File: src/rtl/csi_pkg.sv
// Shared types and constants for the CSI-2 payload/CRC feeder.
// Byte lane 3 is earliest on the wire, lane 0 latest.
package csi_pkg;

    typedef logic [3:0][7:0] byte_lanes_t;

    typedef enum logic [1:0] {
        IDLE,
        PAYLOAD,
        CRC_TAIL
    } feeder_state_t;

    localparam logic [5:0]  LONG_DT_MIN  = 6'h10;
    localparam logic [15:0] CSI_CRC_SEED = 16'hFFFF;

endpackage

File: src/rtl/csi_payload_crc_feeder.sv
// CSI-2 packet parser: header decode, payload strip and CRC extraction,
// producing the control stream for the downstream CRC-16 checker.
module csi_payload_crc_feeder
    import csi_pkg::*;
#(
    parameter logic [5:0] LONG_DT_MIN = csi_pkg::LONG_DT_MIN,
    parameter bit         GAP_CHECK   = 1'b1
) (
    input  logic        clk_i,
    input  logic        reset_i,
    input  byte_lanes_t data_i,
    input  logic        valid_i,
    input  logic        sop_i,
    output byte_lanes_t pld_data_o,
    output logic        pld_valid_o,
    output logic [1:0]  pld_bytes_o,
    output logic        pld_last_o,
    output logic [5:0]  pkt_dt_o,
    output logic [15:0] pkt_wc_o,
    output logic        short_valid_o,
    output logic        crc_init_o,
    output byte_lanes_t crc_data_o,
    output logic [1:0]  crc_last_sel_o,
    output logic        crc_capture_o,
    output logic [15:0] rx_crc_o,
    output logic        rx_crc_valid_o,
    output logic        zero_wc_err_o,
    output logic        trunc_err_o,
    output logic        gap_err_o
);

    feeder_state_t state;
    logic [15:0]   rem;
    logic          zero_wc;
    logic          half_tail;
    logic [7:0]    lsb_q;

    logic [5:0]  hdr_dt;
    logic [15:0] hdr_wc;
    logic        open_pkt;
    logic        last_word;
    logic [1:0]  last_sel;
    logic [15:0] take;
    logic [15:0] rem_next;
    logic [15:0] tail_crc;
    logic [15:0] inword_crc;

    assign hdr_dt   = data_i[3][5:0];
    assign hdr_wc   = {data_i[1], data_i[2]};
    assign open_pkt = (state != IDLE);

    assign last_word = (rem <= 16'd4);
    assign last_sel  = last_word ? 2'(rem[1:0] - 2'd1) : 2'd3;
    assign take      = last_word ? rem : 16'd4;
    assign rem_next  = (rem > take) ? (rem - take) : 16'd0;

    // A 3-byte final word leaves only the LSB behind; the MSB follows in lane 3.
    assign tail_crc   = half_tail ? {data_i[3], lsb_q}
                                  : {data_i[2], data_i[3]};
    assign inword_crc = (last_sel == 2'd0) ? {data_i[1], data_i[2]}
                                           : {data_i[0], data_i[1]};

    always_ff @(posedge clk_i) begin
        if (reset_i) begin
            state          <= IDLE;
            rem            <= '0;
            zero_wc        <= 1'b0;
            half_tail      <= 1'b0;
            lsb_q          <= '0;
            pld_data_o     <= '0;
            pld_valid_o    <= 1'b0;
            pld_bytes_o    <= '0;
            pld_last_o     <= 1'b0;
            pkt_dt_o       <= '0;
            pkt_wc_o       <= '0;
            short_valid_o  <= 1'b0;
            crc_init_o     <= 1'b0;
            crc_data_o     <= '0;
            crc_last_sel_o <= '0;
            crc_capture_o  <= 1'b0;
            rx_crc_o       <= '0;
            rx_crc_valid_o <= 1'b0;
            zero_wc_err_o  <= 1'b0;
            trunc_err_o    <= 1'b0;
            gap_err_o      <= 1'b0;
        end else begin
            pld_valid_o    <= 1'b0;
            pld_last_o     <= 1'b0;
            short_valid_o  <= 1'b0;
            crc_init_o     <= 1'b0;
            crc_capture_o  <= 1'b0;
            rx_crc_valid_o <= 1'b0;
            zero_wc_err_o  <= 1'b0;
            trunc_err_o    <= 1'b0;
            gap_err_o      <= 1'b0;

            if (valid_i && sop_i) begin
                trunc_err_o <= open_pkt;
                pkt_dt_o    <= hdr_dt;
                pkt_wc_o    <= hdr_wc;
                half_tail   <= 1'b0;
                if (hdr_dt < LONG_DT_MIN) begin
                    short_valid_o <= 1'b1;
                    zero_wc       <= 1'b0;
                    rem           <= '0;
                    state         <= IDLE;
                end else begin
                    crc_init_o <= 1'b1;
                    rem        <= hdr_wc;
                    zero_wc    <= (hdr_wc == 16'd0);
                    state      <= (hdr_wc == 16'd0) ? CRC_TAIL : PAYLOAD;
                end
            end else if (open_pkt && !valid_i) begin
                if (GAP_CHECK) begin
                    gap_err_o <= 1'b1;
                    rem       <= '0;
                    state     <= IDLE;
                end
            end else if (valid_i) begin
                case (state)
                    PAYLOAD: begin
                        pld_valid_o    <= 1'b1;
                        pld_data_o     <= data_i;
                        crc_data_o     <= data_i;
                        pld_bytes_o    <= last_sel;
                        crc_last_sel_o <= last_sel;
                        rem            <= rem_next;
                        if (last_word) begin
                            pld_last_o    <= 1'b1;
                            crc_capture_o <= 1'b1;
                            if (last_sel <= 2'd1) begin
                                rx_crc_o       <= inword_crc;
                                rx_crc_valid_o <= 1'b1;
                                state          <= IDLE;
                            end else begin
                                half_tail <= (last_sel == 2'd2);
                                lsb_q     <= data_i[0];
                                state     <= CRC_TAIL;
                            end
                        end
                    end
                    CRC_TAIL: begin
                        if (zero_wc) begin
                            zero_wc_err_o <= (tail_crc != CSI_CRC_SEED);
                        end else begin
                            rx_crc_o       <= tail_crc;
                            rx_crc_valid_o <= 1'b1;
                        end
                        zero_wc   <= 1'b0;
                        half_tail <= 1'b0;
                        state     <= IDLE;
                    end
                    default: ;
                endcase
            end
        end
    end

endmodule

File: config.mk
export PLATFORM = sky130hd
export DESIGN_NAME = csi_payload_crc_feeder
export DESIGN_NICKNAME = d
export VERILOG_FILES = /design/src/rtl/csi_pkg.sv /design/src/rtl/csi_payload_crc_feeder.sv
export SDC_FILE = /design/constraint.sdc
export NUM_CORES = 1
export LEC_CHECK = 0
export ABC_AREA = 0
export CAP_MARGIN = 20
export CORE_MARGIN = 2
export CORE_UTILIZATION = 25
export CTS_CLUSTER_SIZE = 10
export DETAILED_ROUTE_END_ITERATION = 8
export HOLD_SLACK_MARGIN = 0.06
export PLACE_DENSITY_LB_ADDON = 0.2
export RECOVER_POWER = 100
export SKIP_CTS_REPAIR_TIMING = 1
export SYNTH_ARGS = -nofsm -noshare
export SYNTH_HDL_FRONTEND = slang
export SYNTH_SLANG_ARGS = --single-unit
File: constraint.sdc
create_clock -name clk_i -period 7.29 [get_ports clk_i]
set_input_delay 1.458 -clock clk_i [delete_from_list [all_inputs] [get_ports clk_i]]
set_output_delay 1.458 -clock clk_i [all_outputs]
set_load 0.005 [all_outputs]
==> results by stage <==
CTS:
- The TritonCTS sink count is 108.
- Clock-pin slew was measured on the worst setup and hold paths at 70 ps.
- TritonCTS built the clock tree.
- The number of buffers inserted during clock tree synthesis is 9.
- Clock tree synthesis selected as its root buffer the cell sky130_fd_sc_hd__clkbuf_16.
- The H-tree level count is 3.
- In this run the deepest clock path goes through 2 buffers.
- The clock reaches the later pin of the worst-skew pair after 350 ps.

Detailed routing:
- The via density per instance is 5.002.
- Detailed routing inserted a total of 4812 vias.
- For this run, design rule violations remaining after detail routing come to 0.
- In this run, the number of DRC markers left after iteration 0 of detailed routing was 363.
- The detail route stage leaves a number of antenna-violating nets equal to 0.
- The wire length per cell after detailed routing is 18.83 µm.
- Wires add up to 18.12 mm.
- The detailed-routing iteration count for the pre-antenna-repair pass is 5.

Final layout:
- The layout has 2110 filler cells.
- Registers take 0.002162 mm².
- The count of antenna diodes in the layout is 0.
- In the final layout, the multi-input gates occupy 0.002411 mm².
- The count of nets after finishing is 730.
- Compared with the post-synthesis result, the final layout area differs by 34.53%.
- In the final layout, the share of cells above drive strength 1 is 4.480%.

Place:
- The detailed placer's ending HPWL is 12.74 mm.
- OpenSTA, run right after detailed placement, puts the worst setup slack at 3315 ps.
- Routability-driven placement finished with a final weighted congestion of 0.8848.
- In this run the tool buffered the top-level ports with 150 buffer cells.

Floorplan:
- The die covers 0.02142 mm².
- The total area inside the core boundary comes to 0.02004 mm².
- The number of ports placed on the die boundary is 151.
- After floorplanning, the core was divided into 52 placement rows.
- The x dimension of the die is 146.4 µm.
- For this configuration, the core starts out at a cell density of 25.28%.
- The y dimension of the die is 146.4 µm.

Status:
- The run finished, with violations left.
- The checks that failed: capacitance limit, slew limit.

Global route:
- The initial antenna violation count is 0.
- The total overflow left after global routing is 0.
- The number of global-route vias before repair is 4676.
- The largest net degree at the start of global routing is 76.
- Across every metal layer, demand over resource in global routing totals 16.87%.
- The wire length of the first global-routing pass is 27.78 mm.

Power:
- The power density normalized to cell area is 304.4 mW/mm².
- IR analysis of the VDD net gives a maximum drop of 0.0001119 V.
- For this design the static power due to leakage is 2.728 nW.

Synth:
- The synthesized netlist devotes 0.1729% of its cell area to XOR and XNOR gates.
- The count of yosys warnings during synthesis is 0.
- In the synthesized netlist, the number of instances is 589.
- The number of nets in the synthesized netlist is 630.
- The count of cell types in the netlist is 54.
- Summed over all instances, the cell type with the most area after synthesis is sky130_fd_sc_hd__dfxtp_1.
- In the synthesized netlist, mux cells make up 4.939% of the area.
- The proportion of synthesized flip-flops having asynchronous set or reset is 0%.
- By area, the combinational part of the netlist is dominated by compound AO/OA/AOI/OAI gates.
- The post-synthesis instance area is 0.005066 mm².
- The basic-gate share of the synthesized area counting and, or, nand and nor cells is 18.50%.
- The register bit total from synthesis is 108.
- The synthesized netlist devotes 23.41% of its cell area to compound gates.
- Yosys attributes the largest share of cell area to sky130_fd_sc_hd__dfxtp_1 43%, sky130_fd_sc_hd__a22o_1 6.6%, sky130_fd_sc_hd__nand2_1 6.2%.
- The synthesized netlist devotes 1.235% of its cell area to adder and majority cells.
- After synthesis, the mean cell area works out to 8.601 µm².
- Counting flops with a built-in enable in the synthesized netlist gives 0.
- The most used flip-flop cell after synthesis is sky130_fd_sc_hd__dfxtp_1.
- Ranked by instance count, the synthesized netlist is headed by 108 x sky130_fd_sc_hd__dfxtp_1, 84 x sky130_fd_sc_hd__nand2_1, 51 x sky130_fd_sc_hd__a21oi_1.
- The most frequent cell after synthesis is sky130_fd_sc_hd__dfxtp_1.
- The top cell type by area accounts for 42.68% of the synthesized area.
- The sequential fraction of the synthesis area is 42.68%.

STA:
- The portion of the clock cycle consumed by the worst path in the final layout is 65.06%.
- The total negative slack is 0 ps.
- Setup repair after global routing left no endpoint under its margin.
- The remaining max-slew budget at the tightest pin is -16.86%.
- At the pin with the least slew margin, the transition time is 1753 ps.
- The upper clock frequency limit is 210.8 MHz.
- The least setup slack across all paths after layout is 2547 ps.
- The total count of hold-check failures in the final report is 0.
- The final critical-path required period is 4743 ps.
- The number of endpoints failing setup at the final stage is 0.
- The final max-slew violation count came to 47.
- The maximum clock skew at final layout is 8.605 ps.

Flow run:
- Across the run, the number of max-cap violations was 2.

Worst setup path:
- The endpoint identified for the worst register-to-register timing path is lsb_q[3]$_SDFFE_PP0P_.
- The first element of the critical path is valid_i.
- The kind of launch point of the worst setup path is a primary input.
- The critical path ends at state[0]$_SDFFE_PP0P_.
- The startpoint identified for the worst register-to-register timing path is rem[3]$_SDFFE_PP0P_.
- The data required time at the worst endpoint is 7490 ps.
- The biggest fanout along the worst timing path is 37.
- The worst setup path is of the in -> reg kind.
- The signal arrival time at the worst endpoint is 4950 ps.
- In this run the register-to-register setup slack is 3000 ps.
- The length in cells of the worst reg-to-reg path is 6.
- STA classifies the critical path endpoint as a register.

Min path:
- The worst hold path belongs to the class reg -> reg.
- The worst hold path was traced through 2 stages.
==> layout by cell type, fill, tap and decap left out, types with 9 or more instances in the layout <==
cell type,netlist,layout
sky130_fd_sc_hd__a21oi_1,51,50
sky130_fd_sc_hd__a221oi_1,18,18
sky130_fd_sc_hd__a22o_1,38,38
sky130_fd_sc_hd__clkbuf_16,0,9
sky130_fd_sc_hd__clkdlybuf4s50_1,0,31
sky130_fd_sc_hd__dfxtp_1,108,108
sky130_fd_sc_hd__dlygate4sd3_1,0,118
sky130_fd_sc_hd__inv_1,12,12
sky130_fd_sc_hd__mux2i_1,25,25
sky130_fd_sc_hd__nand2_1,84,84
sky130_fd_sc_hd__nor2_1,49,49
sky130_fd_sc_hd__nor3_1,26,27
sky130_fd_sc_hd__nor4_1,10,12
sky130_fd_sc_hd__o21ai_0,17,18
==> registers in the layout, indices dropped and copies added, names as in the netlist, 2 cells and up <==
| signal | flops |
|---|---|
| state | 2 |
| pkt_dt_o | 6 |
| rem | 16 |
| pkt_wc_o | 16 |
| lsb_q | 8 |
| rx_crc_o | 16 |
| crc_data_o | 32 |
| crc_last_sel_o | 2 |
==> report_power, final <==
part	internal [W]	switching (W)	total, W
Clock	0.000264	0.000220	0.000484
Sequential	0.000671	0.0000751	0.000746
Combinational	0.000332	0.000512	0.000844
==> through the flow <==
stage / cells / total power (W) / utilization, % / area [µm²] / hold WS, ps
floorplan: 589 / 0.001327 / - / 5066 / 449.6
global placement: 946 / 0.001651 / 32.75 / 6564 / 461.2
detailed placement: 946 / 0.001646 / 32.75 / 6564 / 463.6
CTS: 960 / 0.002134 / 34.15 / 6844 / 482.0
global route: 962 / 0.002212 / 34.01 / 6815 / 499.6
finish: 962 / 0.002074 / 34.01 / 6815 / 471.3
==> worst max-delay path, cell delays in order <==
cell and delay (ps):
sky130_fd_sc_hd__dlygate4sd3_1 690, sky130_fd_sc_hd__nand2b_1 280, sky130_fd_sc_hd__o21a_1 350, sky130_fd_sc_hd__nand2_1 120
sky130_fd_sc_hd__clkbuf_1 1280, sky130_fd_sc_hd__o221ai_1 430, sky130_fd_sc_hd__a22oi_1 280, sky130_fd_sc_hd__nor2_1 60
==> worst min-delay path by stage <==
stage	endpoint	startpoint	slack, ps
finish	crc_data_o[24]$_SDFFE_PP0P_	crc_data_o[24]$_SDFFE_PP0P_	470
global route	crc_data_o[15]$_SDFFE_PP0P_	crc_data_o[15]$_SDFFE_PP0P_	500
CTS	zero_wc$_SDFFE_PP0P_	zero_wc$_SDFFE_PP0P_	480
detailed placement	pkt_wc_o[7]$_SDFFE_PP0P_	pkt_wc_o[7]$_SDFFE_PP0P_	460
global placement	pkt_dt_o[3]$_SDFFE_PP0P_	pkt_dt_o[3]$_SDFFE_PP0P_	460
floorplan	zero_wc$_SDFFE_PP0P_	zero_wc$_SDFFE_PP0P_	450
==> layout make-up <==
cell class / count / share of cell area, %
Multi-Input combinational cell: 397 / 35.38
Sequential cell: 108 / 31.72
Timing Repair Buffer: 161 / 23.17
Tap cell: 270 / 4.957
Clock buffer: 10 / 3.360
Clock inverter: 4 / 0.7527
Inverter: 12 / 0.6609
==> routing by layer <==
metal  track usage (%)  routed length (µm)
met1             22.04                8092
met2             27.05                8349
met3             3.094                1323
met4             7.864                 350
met5                 0                   0
==> kinds of logic (layout without fill, tap and decap cells) <==
group,Yosys count,count (layout)
buffers and inverters,84,187
other,1,1
muxes,25,25
DFF,108,108
AOI/OAI and AO/OA,166,166
xor gates and xnor gates,1,1
adders and majority gates,5,5
and+or+nand+nor,199,199
Power figures use the tool's default switching activity.
